File: src/rtl/screen_pkg.sv
// Shared constants, state encoding and sizing helper for the screen frame-buffer scanner.
package screen_pkg;

  localparam int PIX_PER_WORD  = 16;
  localparam int WORDS_PER_ROW = 32;
  localparam int ROWS          = 256;
  localparam int SCREEN_WORDS  = WORDS_PER_ROW * ROWS;

  typedef enum logic {
    IDLE  = 1'b0,
    SHIFT = 1'b1
  } scan_state_t;

  // Counter width for a range of n values; never narrower than one bit.
  function automatic int cnt_width(input int n);
    return (n <= 1) ? 1 : $clog2(n);
  endfunction

endpackage

File: src/rtl/screen_pos_counter.sv
// Bit / column / row position of the pixel currently presented, with frame-position markers.
module screen_pos_counter #(
  parameter int WORDS_PER_ROW = screen_pkg::WORDS_PER_ROW,
  parameter int ROWS          = screen_pkg::ROWS
) (
  input  logic clk,
  input  logic rst_n,
  input  logic clear,
  input  logic advance,
  output logic last_bit,
  output logic last_col,
  output logic last_row,
  output logic sof,
  output logic eol,
  output logic eof
);
  import screen_pkg::*;

  localparam int BIT_W = cnt_width(PIX_PER_WORD);
  localparam int COL_W = cnt_width(WORDS_PER_ROW);
  localparam int ROW_W = cnt_width(ROWS);

  logic [BIT_W-1:0] bit_idx_reg, bit_idx_next;
  logic [COL_W-1:0] col_reg, col_next;
  logic [ROW_W-1:0] row_reg, row_next;

  assign last_bit = (bit_idx_reg == BIT_W'(PIX_PER_WORD - 1));
  assign last_col = (col_reg == COL_W'(WORDS_PER_ROW - 1));
  assign last_row = (row_reg == ROW_W'(ROWS - 1));
  assign sof      = (bit_idx_reg == '0) && (col_reg == '0) && (row_reg == '0);
  assign eol      = last_bit && last_col;
  assign eof      = eol && last_row;

  always_comb begin
    bit_idx_next = bit_idx_reg;
    col_next     = col_reg;
    row_next     = row_reg;
    if (clear) begin
      bit_idx_next = '0;
      col_next     = '0;
      row_next     = '0;
    end else if (advance) begin
      if (last_bit) begin
        bit_idx_next = '0;
        // The end-of-frame advance wraps every counter back to (0,0,0).
        if (last_col) begin
          col_next = '0;
          row_next = last_row ? '0 : row_reg + 1'b1;
        end else begin
          col_next = col_reg + 1'b1;
        end
      end else begin
        bit_idx_next = bit_idx_reg + 1'b1;
      end
    end
  end

  always_ff @(posedge clk) begin
    if (!rst_n) begin
      bit_idx_reg <= '0;
      col_reg     <= '0;
      row_reg     <= '0;
    end else begin
      bit_idx_reg <= bit_idx_next;
      col_reg     <= col_next;
      row_reg     <= row_next;
    end
  end

endmodule

File: src/rtl/screen_scanner.sv
// Read-side master that walks the screen region of word memory and streams it
// out as 1-bit pixels over a valid/ready handshake.
module screen_scanner #(
  parameter int ADDR_W        = 14,
  parameter int BASE          = 0,
  parameter int WORDS_PER_ROW = screen_pkg::WORDS_PER_ROW,
  parameter int ROWS          = screen_pkg::ROWS
) (
  input  logic              clk,
  input  logic              rst_n,
  input  logic              enable,
  output logic [ADDR_W-1:0] rd_addr,
  input  logic [15:0]       rd_data,
  output logic              pix_data,
  output logic              pix_valid,
  input  logic              pix_ready,
  output logic              pix_sof,
  output logic              pix_eol,
  output logic              pix_eof,
  output logic              busy
);
  import screen_pkg::*;

  localparam int FRAME_WORDS = WORDS_PER_ROW * ROWS;
  localparam logic [ADDR_W-1:0] BASE_ADDR = ADDR_W'(BASE);
  localparam logic [ADDR_W-1:0] LAST_ADDR = ADDR_W'(BASE + FRAME_WORDS - 1);

  scan_state_t state_reg, state_next;
  logic [PIX_PER_WORD-1:0] shreg_reg, shreg_next, shreg_shifted;
  logic [ADDR_W-1:0] rd_addr_reg, rd_addr_next;

  logic cnt_clear;
  logic cnt_advance;
  logic last_bit, last_col, last_row;
  logic pos_sof, pos_eol, pos_eof;

  // Step past the last screen word back to the start, never into the next region.
  function automatic logic [ADDR_W-1:0] next_addr(input logic [ADDR_W-1:0] a);
    return (a == LAST_ADDR) ? BASE_ADDR : a + 1'b1;
  endfunction

  genvar gi;
  generate
    for (gi = 0; gi < PIX_PER_WORD; gi++) begin : g_shift
      if (gi == PIX_PER_WORD - 1) begin : g_top
        assign shreg_shifted[gi] = 1'b0;
      end else begin : g_mid
        assign shreg_shifted[gi] = shreg_reg[gi+1];
      end
    end
  endgenerate

  screen_pos_counter #(
    .WORDS_PER_ROW (WORDS_PER_ROW),
    .ROWS          (ROWS)
  ) u_pos (
    .clk      (clk),
    .rst_n    (rst_n),
    .clear    (cnt_clear),
    .advance  (cnt_advance),
    .last_bit (last_bit),
    .last_col (last_col),
    .last_row (last_row),
    .sof      (pos_sof),
    .eol      (pos_eol),
    .eof      (pos_eof)
  );

  always_comb begin
    state_next   = state_reg;
    shreg_next   = shreg_reg;
    rd_addr_next = rd_addr_reg;
    cnt_clear    = 1'b0;
    cnt_advance  = 1'b0;
    case (state_reg)
      IDLE: begin
        rd_addr_next = BASE_ADDR;
        if (enable) begin
          shreg_next   = rd_data;
          rd_addr_next = next_addr(BASE_ADDR);
          cnt_clear    = 1'b1;
          state_next   = SHIFT;
        end
      end
      SHIFT: begin
        if (pix_ready) begin
          cnt_advance = 1'b1;
          if (!last_bit) begin
            shreg_next = shreg_shifted;
          end else if (!pos_eof || enable) begin
            // At end of frame rd_addr has already wrapped to BASE, so this
            // reload doubles as the start of the next frame.
            shreg_next   = rd_data;
            rd_addr_next = next_addr(rd_addr_reg);
          end else begin
            shreg_next   = '0;
            rd_addr_next = BASE_ADDR;
            state_next   = IDLE;
          end
        end
      end
      default: begin
        state_next   = IDLE;
        rd_addr_next = BASE_ADDR;
      end
    endcase
  end

  always_ff @(posedge clk) begin
    if (!rst_n) begin
      state_reg   <= IDLE;
      shreg_reg   <= '0;
      rd_addr_reg <= BASE_ADDR;
    end else begin
      state_reg   <= state_next;
      shreg_reg   <= shreg_next;
      rd_addr_reg <= rd_addr_next;
    end
  end

  assign busy      = (state_reg == SHIFT);
  assign pix_valid = busy;
  assign pix_data  = busy & shreg_reg[0];
  assign pix_sof   = busy & pos_sof;
  assign pix_eol   = busy & pos_eol;
  assign pix_eof   = busy & pos_eof;
  assign rd_addr   = rd_addr_reg;

  // Low bits of last_col / last_row only feed the marker decode inside the counter.
  logic unused_pos;
  assign unused_pos = last_col ^ last_row;

endmodule

File: config.mk
export PLATFORM = sky130hd
export DESIGN_NAME = screen_scanner
export DESIGN_NICKNAME = d
export VERILOG_FILES = /design/src/rtl/screen_pkg.sv /design/src/rtl/screen_pos_counter.sv /design/src/rtl/screen_scanner.sv
export SDC_FILE = /design/constraint.sdc
export NUM_CORES = 1
export LEC_CHECK = 0
export ABC_CLOCK_PERIOD_IN_PS = 4260
export CAP_MARGIN = 20
export CORE_ASPECT_RATIO = 1.25
export CORE_UTILIZATION = 36
export DETAILED_ROUTE_END_ITERATION = 6
export PLACE_DENSITY_LB_ADDON = 0.3
export SYNTH_ARGS = -nofsm -noshare
export SYNTH_HDL_FRONTEND = slang
export SYNTH_SLANG_ARGS = --single-unit
File: constraint.sdc
create_clock -name clk -period 4.26 [get_ports clk]
set_input_delay 0.639 -clock clk [delete_from_list [all_inputs] [get_ports clk]]
set_output_delay 0.639 -clock clk [all_outputs]
set_load 0.01 [all_outputs]
==> results of run 1 <==
report_power, final:
part	switching [uW]	internal (uW)	leakage [uW]
Sequential	10.6	464	0.000391
Combinational	43.2	40.5	0.000587
Clock	159	174	0.0000541
final cells by class:
cell class | count | area share (%)
clock buffer | 5 | 2.34
clock inverter | 3 | 1.45
inverter | 9 | 1.15
multi-input combinational | 212 | 45.5
sequential | 48 | 32.7
tap | 85 | 3.62
timing repair buffer | 39 | 13.3
tightest hold or removal path, delay by kind of cell, from the launching register on:
kind	cells	cell delay, ns
flip-flops	1	0.34
AND/OR/NAND/NOR	1	0.05
AO/OA/AOI/OAI	1	0.07
metrics by stage:
step / hold WS (ns) / util [%]
floorplan: 0.452 / -
global placement: 0.477 / 44.7
detailed placement: 0.485 / 44.7
CTS: 0.500 / 46.5
global route: 0.538 / 46.5
finish: 0.494 / 46.5
worst paths after layout:
kind / start / endpoint / slack, ns / cells after the start
worst max-delay path: u_pos.col_reg[0] / pix_eof / 1.12 / 7
worst max register to register: u_pos.col_reg[0] / rd_addr[3] / 1.95 / 8
worst min-delay path: rd_addr[6] / rd_addr[6] / 0.49 / 2
worst min register to register: rd_addr[6] / rd_addr[6] / 0.49 / 2
layer usage:
metal	up-vias	track usage, %
met4	0	5.50
met3	6	3.02
met2	51	26.2
met5	-	0
met1	990	20.4
li1	1079	-
Yosys cell counts (3+ instances only):
| cell | count | area share [%] |
|---|---|---|
| sky130_fd_sc_hd__a21oi_1 | 27 | 5.6 |
| sky130_fd_sc_hd__a22oi_1 | 17 | 5.3 |
| sky130_fd_sc_hd__a31oi_1 | 4 | 1.0 |
| sky130_fd_sc_hd__and2_1 | 3 | 0.78 |
| sky130_fd_sc_hd__buf_2 | 3 | 0.62 |
| sky130_fd_sc_hd__clkbuf_1 | 7 | 1.1 |
| sky130_fd_sc_hd__dfxtp_1 | 48 | 40 |
| sky130_fd_sc_hd__ha_1 | 8 | 4.2 |
| sky130_fd_sc_hd__inv_1 | 9 | 1.4 |
| sky130_fd_sc_hd__nand2_1 | 27 | 4.2 |
| sky130_fd_sc_hd__nand2b_1 | 3 | 0.78 |
| sky130_fd_sc_hd__nand3_1 | 13 | 2.7 |
| sky130_fd_sc_hd__nand4_1 | 7 | 1.8 |
| sky130_fd_sc_hd__nor2_1 | 18 | 2.8 |
| sky130_fd_sc_hd__nor2b_1 | 3 | 0.78 |
| sky130_fd_sc_hd__nor3_1 | 12 | 2.5 |
| sky130_fd_sc_hd__o21ai_0 | 22 | 4.6 |
| sky130_fd_sc_hd__xor2_1 | 9 | 3.3 |
kinds of logic (layout without fill, tap and decap cells):
logic type	after synthesis	in the layout	synth area share (%)
DFF	48	48	40.0
muxes	2	2	0.833
xor gates and xnor gates	11	11	4.01
buffers and inverters	22	56	4.37
adders and majority gates	8	8	4.17
and+or+nand+nor	108	108	24.9
AOI/OAI and AO/OA	83	83	21.7
==> metrics.yaml, run 1 <==
fmax_mhz: 319
clk_latency_ns: 0.30
cap_violations: 0
stdcell_area_um2: 2940
grtUsageTotal_pct: 15.9
postCtsResizedCells: 0
initial_utilization_pct: 38.0
ys_warn_count: 0
initial_antenna_violation_count: 0
detail_route.first_pass.iterations: 4
clock_sink_count: 48
rsz_0062_raised_after_global_routing: "false"
critPathKind: "flop to output pin"
die_w_um: 75.1
synth_top_flop_cell: "sky130_fd_sc_hd__dfxtp_1"
fill_cells: 664
regArea_um2: 961
power_density_over_the_cells_nw_per_um2: 303
layout_common_cells: "48 x sky130_fd_sc_hd__dfxtp_1, 39 x sky130_fd_sc_hd__clkdlybuf4s50_1, 27 x sky130_fd_sc_hd__nand2_1, 27 x sky130_fd_sc_hd__a21oi_1, 22 x sky130_fd_sc_hd__o21ai_0"
clkTransAtPathRegs_ns: 0.08
synth.cell_area_um2: 2400
post_cts_buffers: 0
finalClockSkew_ns: 0.0103
cts_buffers: 5
route.final.wire_length_um: 5270
clock_path_buffers: 2
total_placed_instance_area_um2: 2830
cp_peak_stage_delay_ns: 0.54
met2_wirelength_um: 2500
top_level_ports: 40
grt_pass1_vias: 1949
setup-tns-final_ns: 0
worst_setup_path_start_kind: "flop"
dp_slack_ns: 1.37
synth_cells: 282
placement.io_buffers: 39
wirelength_met1_um: 2500
wire_per_inst_um: 13.1
path_common_cell: "sky130_fd_sc_hd__ha_1"
synth_cell_types: 49
finalSetupViolations: 0
min_period_ns: 3.14
initial_detailed_routing_violation_count: 81
globalRouteOverflowTotal: 0
final_layout_size_suffix_gt1_share_pct: 6.96
cts-hold-fix-buffers: 0
critPathArrivalTime_ns: 2.50
setup.worst_path.end_class: "output pin"
status: "completed"
critical_path_buf_inv_count: 1
numPlacedInstances: 393
design.die.area_um2: 7010
met3RoutedLength_um: 199
most_common_cell_after_layout_fill_and_taps_aside: "sky130_fd_sc_hd__dfxtp_1"
timing.max_slew.rel_slack_pct: 44.7
synth-edff-count: 0
fp.dieH_um: 93.3
yosysSeqAreaShare_pct: 40.0
clockRootBuffer: "sky130_fd_sc_hd__clkbuf_8"
placeableCoreArea_um2: 6330
synthesis.nets: 310
power.ir.vdd_worst_v: 0.000180
syn_to_layout_area_delta_pct: 22.3
report.final.hold_viol_count: 0
mean_syn_cell_area_um2: 8.52
place.detailed.hpwl_um: 3730
crit_fanout: 5
setup_ws_ns: 1.12
maxSlewViolCount: 0
final_nets: 343
async_flop_share_pct: 0
route.top_layer_used: "met4"
worst_path_dominant_cell_family: "simple AND/OR/NAND/NOR gates"
timing.final.crit_share_pct: 73.6
timing.hold.worst.class: "flop to flop"
grt_pass1_wl_um: 8710
multiInputGateArea_um2: 1340
tritoncts: "done"
drtAntennaViolNets: 0
crit_chain: "ha_1 -> and3_1 -> ha_1 -> nand4_1 -> nor3_1 -> and2_1 -> clkdlybuf4s50_1"
tightestPinTransition_ns: 0.828
power_uw: 891
maximum_number_of_pins_on_one_net_before_global_route_repair: 32
via_per_inst: 5.30
core.rowCount: 32
power_leakage_uw: 0.00103
place.gp.congestion: 0.797
crit_slowest_cell: "sky130_fd_sc_hd__clkdlybuf4s50_1"
data_required_time_of_the_critical_path_ns: 3.62
h-tree-depth: 2
routed-via-count: 2126
stdcell_count: 401
antennaDiodeCount: 0
largest_register_ff_count: 16
drc: 0
ys_seq_elements: 48
Power figures use the tool's default switching activity.
==> inputs of run 2 (changes only) <==
Settings changed: ABC_CLOCK_PERIOD_IN_PS 4260 to 2700.
Clock period 4.26 ns to 2.7 ns, I/O delays scaled along.
==> metrics.yaml, run 2 (synthesis results as in run 1) <==
die_w_um: 75.1  # unchanged
clock_path_buffers: 2  # unchanged
cts_buffers: 5  # unchanged
grt_pass1_vias: 1934  # -0.77%
critPathArrivalTime_ns: 2.14  # -0.36 ns
largest_register_ff_count: 16  # unchanged
routed-via-count: 2175  # +2.3%
initial_detailed_routing_violation_count: 71  # -12%
clkTransAtPathRegs_ns: 0.09  # about the same
setup-tns-final_ns: 0  # unchanged
initial_antenna_violation_count: 0  # unchanged
data_required_time_of_the_critical_path_ns: 2.30  # -1.32 ns
numPlacedInstances: 399  # +1.5%
grt_pass1_wl_um: 8830  # +1.3%
clock_sink_count: 48  # unchanged
drtAntennaViolNets: 0  # unchanged
rsz_0062_raised_after_global_routing: "false"
final_layout_size_suffix_gt1_share_pct: 10.5  # +3.5 points
final_nets: 351  # +2.3%
antennaDiodeCount: 0  # unchanged
stdcell_count: 409  # +2.0%
tritoncts: "done"
placeableCoreArea_um2: 6330  # unchanged
worst_setup_path_start_kind: "flop"
crit_chain: "ha_1 -> and3_1 -> ha_2 -> nand4_1 -> nor3_2 -> and2_1 -> clkdlybuf4s50_1"
critPathKind: "flop to output pin"
status: "completed"
clockRootBuffer: "sky130_fd_sc_hd__clkbuf_8"
worst_path_dominant_cell_family: "simple AND/OR/NAND/NOR gates"
power.ir.vdd_worst_v: 0.000274  # +53%
placement.io_buffers: 39  # unchanged
place.detailed.hpwl_um: 3800  # +1.9%
fp.dieH_um: 93.3  # unchanged
timing.max_slew.rel_slack_pct: 61.4  # +17 points
finalSetupViolations: 0  # unchanged
hold_path.startpoint: "u_pos.col_reg[1]"
clk_latency_ns: 0.31  # about the same
core.rowCount: 32  # unchanged
detail_route.first_pass.iterations: 4  # unchanged
layout_common_cells: "46 x sky130_fd_sc_hd__dfxtp_1, 39 x sky130_fd_sc_hd__clkdlybuf4s50_1, 27 x sky130_fd_sc_hd__nand2_1, 27 x sky130_fd_sc_hd__a21oi_1, 22 x sky130_fd_sc_hd__o21ai_0"
cts-hold-fix-buffers: 0  # unchanged
via_per_inst: 5.32  # +0.30%
place.gp.congestion: 0.783  # -1.8%
tightestPinTransition_ns: 0.579  # -0.248 ns
h-tree-depth: 2  # unchanged
drc: 0  # unchanged
globalRouteOverflowTotal: 0  # unchanged
power_density_over_the_cells_nw_per_um2: 471  # +55%
critical_path.reg2reg.endpoint: "rd_addr[3]"
critical_path_buf_inv_count: 1  # unchanged
report.final.hold_viol_count: 0  # unchanged
depth_of_the_worst_register_to_register_path: 10  # +2
timing.hold.worst.class: "flop to flop"
reg2reg_from: "u_pos.col_reg[0]"
top_level_ports: 40  # unchanged
syn_to_layout_area_delta_pct: 25.5
wire_per_inst_um: 12.8  # -2.4%
worst_hold_path.num_cells: 2  # unchanged
crit_fanout: 5  # unchanged
cp_peak_stage_delay_ns: 0.53  # about the same
most_common_cell_after_layout_fill_and_taps_aside: "sky130_fd_sc_hd__dfxtp_1"
initial_utilization_pct: 38.0  # unchanged
design.die.area_um2: 7010  # unchanged
min_period_ns: 2.55
route.final.wire_length_um: 5240  # -0.49%
fmax_mhz: 392
worst_hold_slack_ns: 0.483  # -0.0108 ns
grtUsageTotal_pct: 16.2  # +0.24 points
power_leakage_uw: 0.00107  # +4.1%
crit_slowest_cell: "sky130_fd_sc_hd__clkdlybuf4s50_1"
finalClockSkew_ns: 0.0103  # +0.0000170 ns
cap_violations: 0  # unchanged
maxSlewViolCount: 0  # unchanged
regToRegSetupSlack_ns: 0.53  # -1.42 ns
min_delay_worst_endpoint: "u_pos.col_reg[1]"
timing.final.crit_share_pct: 94.4
maximum_number_of_pins_on_one_net_before_global_route_repair: 19  # -41%
setup.worst_path.end_class: "output pin"
[run 2: changes by cell type in the layout (fill, tap and decap cells not counted), sizes merged]
cell	before	now
buf	0	8
clkinvlp	1	0
clkinv	1	2
[run 2: layout make-up]
type | instances | area [um2]
clock inverters | 3 | 47.5
inverters | 9 | 33.8
clock buffers | 5 | 68.8
flip-flops and latches | 48 | 963
repair buffers | 47 | 450
fillers | 655 | 3310
multi-input cells | 212 | 1340
well taps | 85 | 106
[run 2: worst max-delay path by stage]
stage	end	cells past startpoint	slack, ns	start
6_report	pix_eof	7	0.15	u_pos.col_reg[0]
5_1_grt	pix_eof	7	0.02	u_pos.col_reg[0]
4_1_cts	pix_eof	7	0.05	u_pos.col_reg[0]
3_5_place_dp	pix_eof	7	0.25	u_pos.col_reg[0]
3_3_place_gp	pix_eof	7	0.25	u_pos.col_reg[0]
2_1_floorplan	shreg_reg[0]	9	0.74	u_pos.col_reg[0]
[run 2: routing by layer]
layer	global-route usage, %	vias to the layer above	wire, um
met5	0	-	0
met4	5.82	0	103
met3	4.09	8	280
met2	27.1	47	2540
met1	19.5	1020	2310
li1	-	1100	-
[run 2: report_power, final]
group	internal [uW]	switching, uW	leakage (uW)
Clock	279	252	0.0000583
Sequential	732	14.0	0.000392
Combinational	70.3	70.9	0.000624
Total	1080	337	0.00107
[run 2: stage by stage]
stage               area [um2]  total power (uW)  worst slack, ns  util (%)
floorplan                 2400               844            0.744         -
global placement          2870               903            0.253      45.4
detailed placement        2870               905            0.250      45.4
CTS                       3010              1440           0.0457      47.6
global route              3010              1480           0.0183      47.6
finish                    3010              1420            0.150      47.6
[run 2: tightest hold or removal path, delay by kind of cell, from the launching register on]
kind,cells,cell delay [ns]
flops,1,0.34
simple gates,1,0.05
compound gates,1,0.05
[run 2: what timing repair did]
action                     4_1_cts  5_1_grt
setup buffers                    2        0
setup endpoints to repair        1        1
gates resized for setup          1        3
pin swaps                        2        1
